$ cat src/rtl/access_arbiter.sv
// Three-master arbiter: M1 top priority, M2/M3 time-sliced in bounded slots,
// with bounded M1 pre-emption of M2/M3 and resumption of the suspended master.
module access_arbiter #(
  parameter int SLOT_CYCLES = 2,
  parameter int IT_CYCLES   = 2,
  parameter int CNT_W       = 16
) (
  input  logic             clk,
  input  logic             reset,
  input  logic [2:0]       req,
  input  logic [2:0]       done,
  output logic [1:0]       accmodule,
  output logic [4:0]       mstate,
  output logic [CNT_W-1:0] nb_interrupts,
  output logic [2:0]       pending
);

  localparam int SW = $clog2(SLOT_CYCLES + 1);
  localparam int WW = $clog2(IT_CYCLES + 1);
  localparam logic [SW-1:0] SLOT_MAX = SW'(SLOT_CYCLES);
  localparam logic [WW-1:0] IT_MAX   = WW'(IT_CYCLES);

  typedef enum logic [2:0] {S_IDLE, S_M1, S_M2, S_M3, S_IT} state_t;

  state_t          state, state_n, susp_st, susp_st_n;
  logic [SW-1:0]   slot_cnt, slot_n, susp_slot, susp_slot_n;
  logic [WW-1:0]   win_cnt, win_n;
  logic            susp_done, susp_done_n;
  logic [2:0]      pending_n, eff, grant, ign, own_bit, susp_bit;
  logic            reselect, inc, done_now;

  function automatic state_t pick(input logic [2:0] c);
    if (c[0])      return S_M1;
    else if (c[1]) return S_M2;
    else if (c[2]) return S_M3;
    else           return S_IDLE;
  endfunction

  function automatic logic [2:0] bit_of(input state_t s);
    case (s)
      S_M1:    return 3'b001;
      S_M2:    return 3'b010;
      S_M3:    return 3'b100;
      default: return 3'b000;
    endcase
  endfunction

  always_comb begin
    state_n     = state;
    slot_n      = slot_cnt;
    win_n       = win_cnt;
    susp_st_n   = susp_st;
    susp_slot_n = susp_slot;
    susp_done_n = susp_done;
    grant       = 3'b000;
    ign         = 3'b000;
    reselect    = 1'b0;
    inc         = 1'b0;
    eff         = req | pending;
    own_bit     = bit_of(state);
    susp_bit    = bit_of(susp_st);
    done_now    = susp_done | (|(done & susp_bit));
    case (state)
      S_IDLE: begin
        state_n  = pick(eff);
        reselect = 1'b1;
      end
      S_M1: begin
        ign = 3'b001;
        if (done[0]) begin
          state_n  = pick(eff & 3'b110);
          reselect = 1'b1;
        end
      end
      S_M2, S_M3: begin
        ign = own_bit;
        // done and expiry are free points; a coincident req[0] wins there as plain M1
        if ((|(done & own_bit)) || (slot_cnt == SLOT_MAX)) begin
          state_n  = pick(eff & ~own_bit);
          reselect = 1'b1;
        end else if (req[0]) begin
          state_n     = S_IT;
          win_n       = WW'(1);
          susp_st_n   = state;
          susp_slot_n = slot_cnt;
          susp_done_n = 1'b0;
          inc         = 1'b1;
          grant       = 3'b001;
        end else begin
          slot_n = slot_cnt + SW'(1);
        end
      end
      S_IT: begin
        ign         = 3'b001;
        susp_done_n = done_now;
        if (done[0] || ((win_cnt == IT_MAX) && !req[0])) begin
          if (done_now) begin
            state_n  = pick(eff & ~susp_bit & 3'b110);
            reselect = 1'b1;
          end else begin
            state_n = susp_st;
            slot_n  = susp_slot + SW'(1);
            grant   = susp_bit;
          end
        end else if (req[0]) begin
          win_n = WW'(1);
        end else begin
          win_n = win_cnt + WW'(1);
        end
      end
      default: begin
        state_n  = S_IDLE;
      end
    endcase
    if (reselect) begin
      grant  = bit_of(state_n);
      slot_n = SW'(1);
    end
    pending_n = (pending | (req & ~ign)) & ~grant;
  end

  always_ff @(posedge clk or negedge reset) begin
    if (!reset) begin
      state         <= S_IDLE;
      slot_cnt      <= '0;
      win_cnt       <= '0;
      susp_st       <= S_IDLE;
      susp_slot     <= '0;
      susp_done     <= 1'b0;
      pending       <= 3'b000;
      nb_interrupts <= '0;
    end else begin
      state     <= state_n;
      slot_cnt  <= slot_n;
      win_cnt   <= win_n;
      susp_st   <= susp_st_n;
      susp_slot <= susp_slot_n;
      susp_done <= susp_done_n;
      pending   <= pending_n;
      if (inc && !(&nb_interrupts))
        nb_interrupts <= nb_interrupts + CNT_W'(1);
    end
  end

  always_comb begin
    accmodule = 2'b00;
    mstate    = 5'b00001;
    case (state)
      S_M1: begin accmodule = 2'b01; mstate = 5'b00010; end
      S_M2: begin accmodule = 2'b10; mstate = 5'b00100; end
      S_M3: begin accmodule = 2'b11; mstate = 5'b01000; end
      S_IT: begin accmodule = 2'b01; mstate = 5'b10000; end
      default: begin accmodule = 2'b00; mstate = 5'b00001; end
    endcase
  end

endmodule

$ cat config.mk
export PLATFORM = sky130hd
export DESIGN_NAME = access_arbiter
export DESIGN_NICKNAME = d
export VERILOG_FILES = /design/src/rtl/access_arbiter.sv
export SDC_FILE = /design/constraint.sdc
export NUM_CORES = 1
export LEC_CHECK = 0
export ABC_AREA = 0
export BUFFER_PORTS_ARGS = -buffer_cell sky130_fd_sc_hd__buf_4
export CAP_MARGIN = 30
export CORE_MARGIN = 1
export CORE_UTILIZATION = 45
export DETAILED_ROUTE_END_ITERATION = 16
export GPL_TIMING_DRIVEN = 0
export HOLD_SLACK_MARGIN = 0.06
export PLACE_DENSITY = 0.7
export SYNTH_ARGS = -nofsm -noshare
export SYNTH_HDL_FRONTEND = slang
export SYNTH_SLANG_ARGS = --single-unit
export TNS_END_PERCENT = 10
$ cat constraint.sdc
create_clock -name clk -period 3.16 [get_ports clk]
set_input_delay 0.79 -clock clk [delete_from_list [all_inputs] [get_ports clk]]
set_output_delay 0.79 -clock clk [all_outputs]
set_load 0.05 [all_outputs]
# Word level (Yosys, flattened, before mapping)
# Cells that the tools add are included.
dict set report totals {
  ff_bits 32
  latchBits 0
  output_inout_bits 26
  word_cells 111
  in_bits 8
  romBits 0
  ram_bits 0
  mem_count 0
}
dict set report classes {
  addsub 4
  n_bitwise 14
  shifts 0
  div_mod_pow 0
  mux 48
  n_eq_ne 19
  n_reduce_logical 18
  multipliers 0
  magnitude_cmp 0
}
# op count
set ops {}
lappend ops {{2-to-1 mux 2 bit} 17}
lappend ops {{case mux 3 bit (3 select lines)} 3}
lappend ops {{2-to-1 mux 3 bit} 8}
lappend ops {{case mux 5 bit (4 select lines)} 1}
lappend ops {{AND 3 bit} 6}
lappend ops {{== test 3 x 2 -> 1 bit (second input constant)} 6}
lappend ops {{adder 16 x 1 -> 16 bit (second input constant)} 1}
lappend ops {{AND reduction 16 bit} 1}
lappend ops {{inequality test 3 bit (second input constant)} 4}
lappend ops {{inverter 3 bit} 4}
lappend ops {{case mux 3 bit (2 select lines)} 2}
lappend ops {{case mux 3 bit (4 select lines)} 1}
lappend ops {{2-to-1 mux 1 bit} 11}
lappend ops {{== test 3 x 1 -> 1 bit (second input constant)} 3}
lappend ops {{case mux 2 bit (2 select lines)} 2}
lappend ops {{adder 2 x 1 -> 2 bit (second input constant)} 3}
lappend ops {{inequality test 2 bit (second input constant)} 3}
lappend ops {{bitwise OR 3 bit} 2}
lappend ops {{case mux 2 bit (3 select lines)} 1}
lappend ops {{AND reduction 3 bit} 2}
lappend ops {{OR reduction 3 bit} 2}
lappend ops {{AND reduction 5 bit} 1}
lappend ops {{== test 2 bit (second input constant)} 2}
lappend ops {{case mux 1 bit (4 select lines)} 1}
lappend ops {{other kinds (12)} 16}

# Longest topological paths before layout
dict set report depth {
  depth_word 14
  mapped_depth 9
  mapped_depth_nobuf 9
}

# Least setup slack after synthesis
# Ideal clock, no wire load.
dict set report synth_timing {
  kind {register to output}
  startpoint {reg state[2]}
  endpoint {out mstate[0]}
  arrival_ns 1.777
  path_buffers 0
  stages_incl_launch_ff 4
  t_required_ns 2.370
  slack_ns 0.593
  path_cell_list {dfrtp_1 nand2b_1 nor2_1 nor2_1}
}
dict set report synth_between {
  elab_chain_len 2
}
# item line
set synth_rtl {}
lappend synth_rtl {{start: declaration} 25} ;# state_t state, state_n, susp_st, susp_st_n;
lappend synth_rtl {{start signal: assignment} 133} ;# state <= state_n;
lappend synth_rtl {{== test 3 bit (tied with other cells)} 148} ;# case (state)
lappend synth_rtl {{case mux 5 bit (4 select lines) *} 148}
lappend synth_rtl {{end: declaration} 13} ;# output logic [4:0] mstate,
# Every way passes the cells marked *; elsewhere a longest branch is shown, timed or not.

# Worst setup path in the final report
dict set report layout_timing {
  startpoint {reg state[1]}
  endpoint {out mstate[0]}
}
# The elaborated chain is that of the path after synthesis.

==> flow_summary.yaml <==
sta:
  setup_tns_ns: 0
  rsz0062_at_grt: "false"
  hold_violations: 0
  finalMaxSlewViolations: 0
  min_period_over_period: 0.750
  setup_violations: 0
  maxSlewHeadroom: 0.599
  worst_pin_slew_ns: 0.597
  fmax_mhz: 422
  setup_slack_ns: 0.789
  period_needed_ns: 2.37
  clock_skew_ns: 0.00516
global_route:
  antenna_found_initial: 0
  grt_max_degree: 33
  grt_overflow: 0
  grt_use_total: 0.195
  grt_first_pass_wirelength_mm: 6.08
  grt_pass1_vias: 1371
placement:
  routabilityCongestion: 0.920
  dp_hpwl_mm: 2.72
  io_buffers: 32
  pre_cts_ws_ns: 0.579
logic_synthesis:
  synthesis.area_sq_um: 1770
  syn-instance-count: 188
  synth_flop_cell: "dfrtp_1"
  synth.area.mux_share: 0.0304
  syn_avg_cell_area_sq_um: 9.40
  synth-async-reset-ratio: 1.00
  synth_edf_count: 0
  yosys.area_share.xor_xnor: 0.0842
  ys_seq_area_frac: 0.453
  yosys_warnings: 0
  ys_seq_elements: 32
  synthAdderAreaFrac: 0.0142
  syn_nets: 198
  synth_compound_area_frac: 0.153
  synth-simple-area-share: 0.232
  synth_top_family_by_area: "simple AND/OR/NAND/NOR gates"
  synth_cell_types: 43
flow_run:
  drv_cap: 0
clock_network:
  cts_sinks: 32
  htreeDepth: 2
  insertion_delay_ns: 0.28
  root_buffer: "clkbuf_8"
  clock_path_buffers: 2
  clk_pin_slew_worst_paths_ns: 0.06
  cts_setup_buffers: 0
  hold_buffers: 0
  cts_tree: "yes"
  cts.repair.resized: 0
  cts_buffers: 5
detailed_routing:
  ant_nets: 0
  drc_errors: 0
  vias: 1502
  via_per_inst: 5.46
  wire_per_inst_um: 13.6
  drt_iter0_drc: 73
  drt-total-wl_mm: 3.75
  first_pass_iters: 4
final_layout:
  antenna_cells: 0
  drive_gt1_frac: 0.229
  area_growth_pct: 21.4
  seqCellArea_sq_um: 801
  multiInputGateArea_sq_um: 908
  nets: 237
  fill_cells: 359
pwr:
  comb_power_share: 0.512
  ir_worst_vdd_mv: 0.470
  leakage_uw: 0.00100
  power_density_nw_per_um2: 854
  p_sw_frac: 0.466
  p_int_uw: 978
  power_frac_seq: 0.331
  p_sw_uw: 855
  pwr-share-clk: 0.157
worst_setup_path:
  crit_arrival_ns: 1.58
  cp-start-kind: "flip-flop"
  cpPeakStageDelay_ns: 0.47
  worstSetupPathType: "reg2out"
  required_ns: 2.37
  cp_max_fo: 8
  crit_path_end_kind: "output pin"
  crit_chain: "or3b_4 > nand2_1 > nor2_1 > buf_4"
  crit_path_top_delay_cell: "or3b_4"
die:
  rows: 22
  dieArea_sq_um: 4180
  die_width_um: 64.7
  initial_core_util: 0.476
  io_pins: 34
  coreArea_sq_um: 3720
  die_h_um: 64.7
run_status:
  status: "complete, no violations"
hold_path:
  hp-class: "in2async"
## worst max-delay path: cells and delay by family (launching register included)
family	cells	cell delay, ns
buffers and inverters	1	0.19
DFF	1	0.46
and+or+nand+nor	3	0.66
## layout make-up
cell class / instances / share of cell area
clock inverter: 1 / 0.00233
sequential: 32 / 0.373
buffer: 4 / 0.00816
tap: 48 / 0.0280
timing repair buffer: 32 / 0.112
inverter: 11 / 0.0192
clock buffer: 6 / 0.0338
multi-input combinational: 141 / 0.423
## power by group through the flow
| stage | Sequential [uW] | Clock (uW) | Combinational [uW] |
|---|---|---|---|
| finish | 607 | 287 | 938 |
| global route | 622 | 319 | 1000 |
| CTS | 605 | 298 | 940 |
| detailed placement | 611 | 0 | 935 |
| global placement | 613 | 0 | 934 |
| floorplan | 724 | 0 | 568 |
## cells by family (layout without fill, tap and decap cells)
logic type,after synthesis,after routing
buf+inv,15,54
compound gates,38,38
flops,32,32
simple gates,79,79
mux,5,5
fa+ha+maj,2,2
xor+xnor,17,17
## cells in the final DEF (no fill, tap or decap), drive strengths merged, types with 3 or more instances in the layout
| cell type | instances |
|---|---|
| buf | 34 |
| dfrtp | 32 |
| nand2 | 22 |
| nor2 | 15 |
| inv | 11 |
| nor3 | 10 |
| o21ai | 9 |
| xnor2 | 9 |
| a21oi | 9 |
| nand3 | 8 |
| xor2 | 8 |
| clkbuf | 8 |
| nand2b | 5 |
| nor3b | 4 |
| nand4 | 4 |
| nor2b | 3 |
| a31oi | 3 |
| mux2 | 3 |
## state kept, by name, summed over array words and instances, names as in the netlist
register	cells
susp_st	3
win_cnt	2
slot_cnt	2
susp_slot	2
nb_interrupts	16
pending	3
state	3
susp_done	1
## path summary, 6_finish.rpt
path | end | depth (start not counted) | start | slack [ns]
max in group asynchronous | state[0] | 1 | reset | 2.43
max | mstate[0] | 4 | state[1] | 0.79
min reg2reg | nb_interrupts[9] | 1 | nb_interrupts[9] | 0.50
min | nb_interrupts[4] | 1 | reset | 0.44
max reg2reg | pending[0] | 7 | susp_st[0] | 0.99
min in group clk | nb_interrupts[9] | 1 | nb_interrupts[9] | 0.50
## cells in the mapped netlist (all sizes together) (5+ instances only)
library cell	instances	area, sq um
dfrtp	32	801
nand3	8	40.0
nand2	22	85.1
inv	11	41.3
xnor2	9	78.8
nor2	15	56.3
nand2b	5	31.3
xor2	8	70.1
o21ai	9	45.0
a21oi	9	48.8
nor3	10	50.1
## metal layers
metal	vias to the layer above	wire length, um	share of wire	track usage
li1	742	-	-	-
met1	690	1750	0.47	0.242
met2	62	1680	0.45	0.308
met3	8	241	0.064	0.0634
met4	0	80	0.021	0.0861
met5	-	0	0	0
## per-stage QoR
step / std cells / instance area, sq um / utilization / power [uW] / hold slack (ns)
2_1_floorplan: 188 / 1770 / - / 1290 / 0.474
3_3_place_gp: 268 / 2070 / 0.557 / 1550 / 0.481
3_5_place_dp: 268 / 2070 / 0.557 / 1550 / 0.487
4_1_cts: 275 / 2150 / 0.577 / 1840 / 0.440
5_1_grt: 275 / 2150 / 0.577 / 1940 / 0.460
6_report: 275 / 2150 / 0.577 / 1830 / 0.440
No activity file was read; power rests on OpenSTA's default activity.
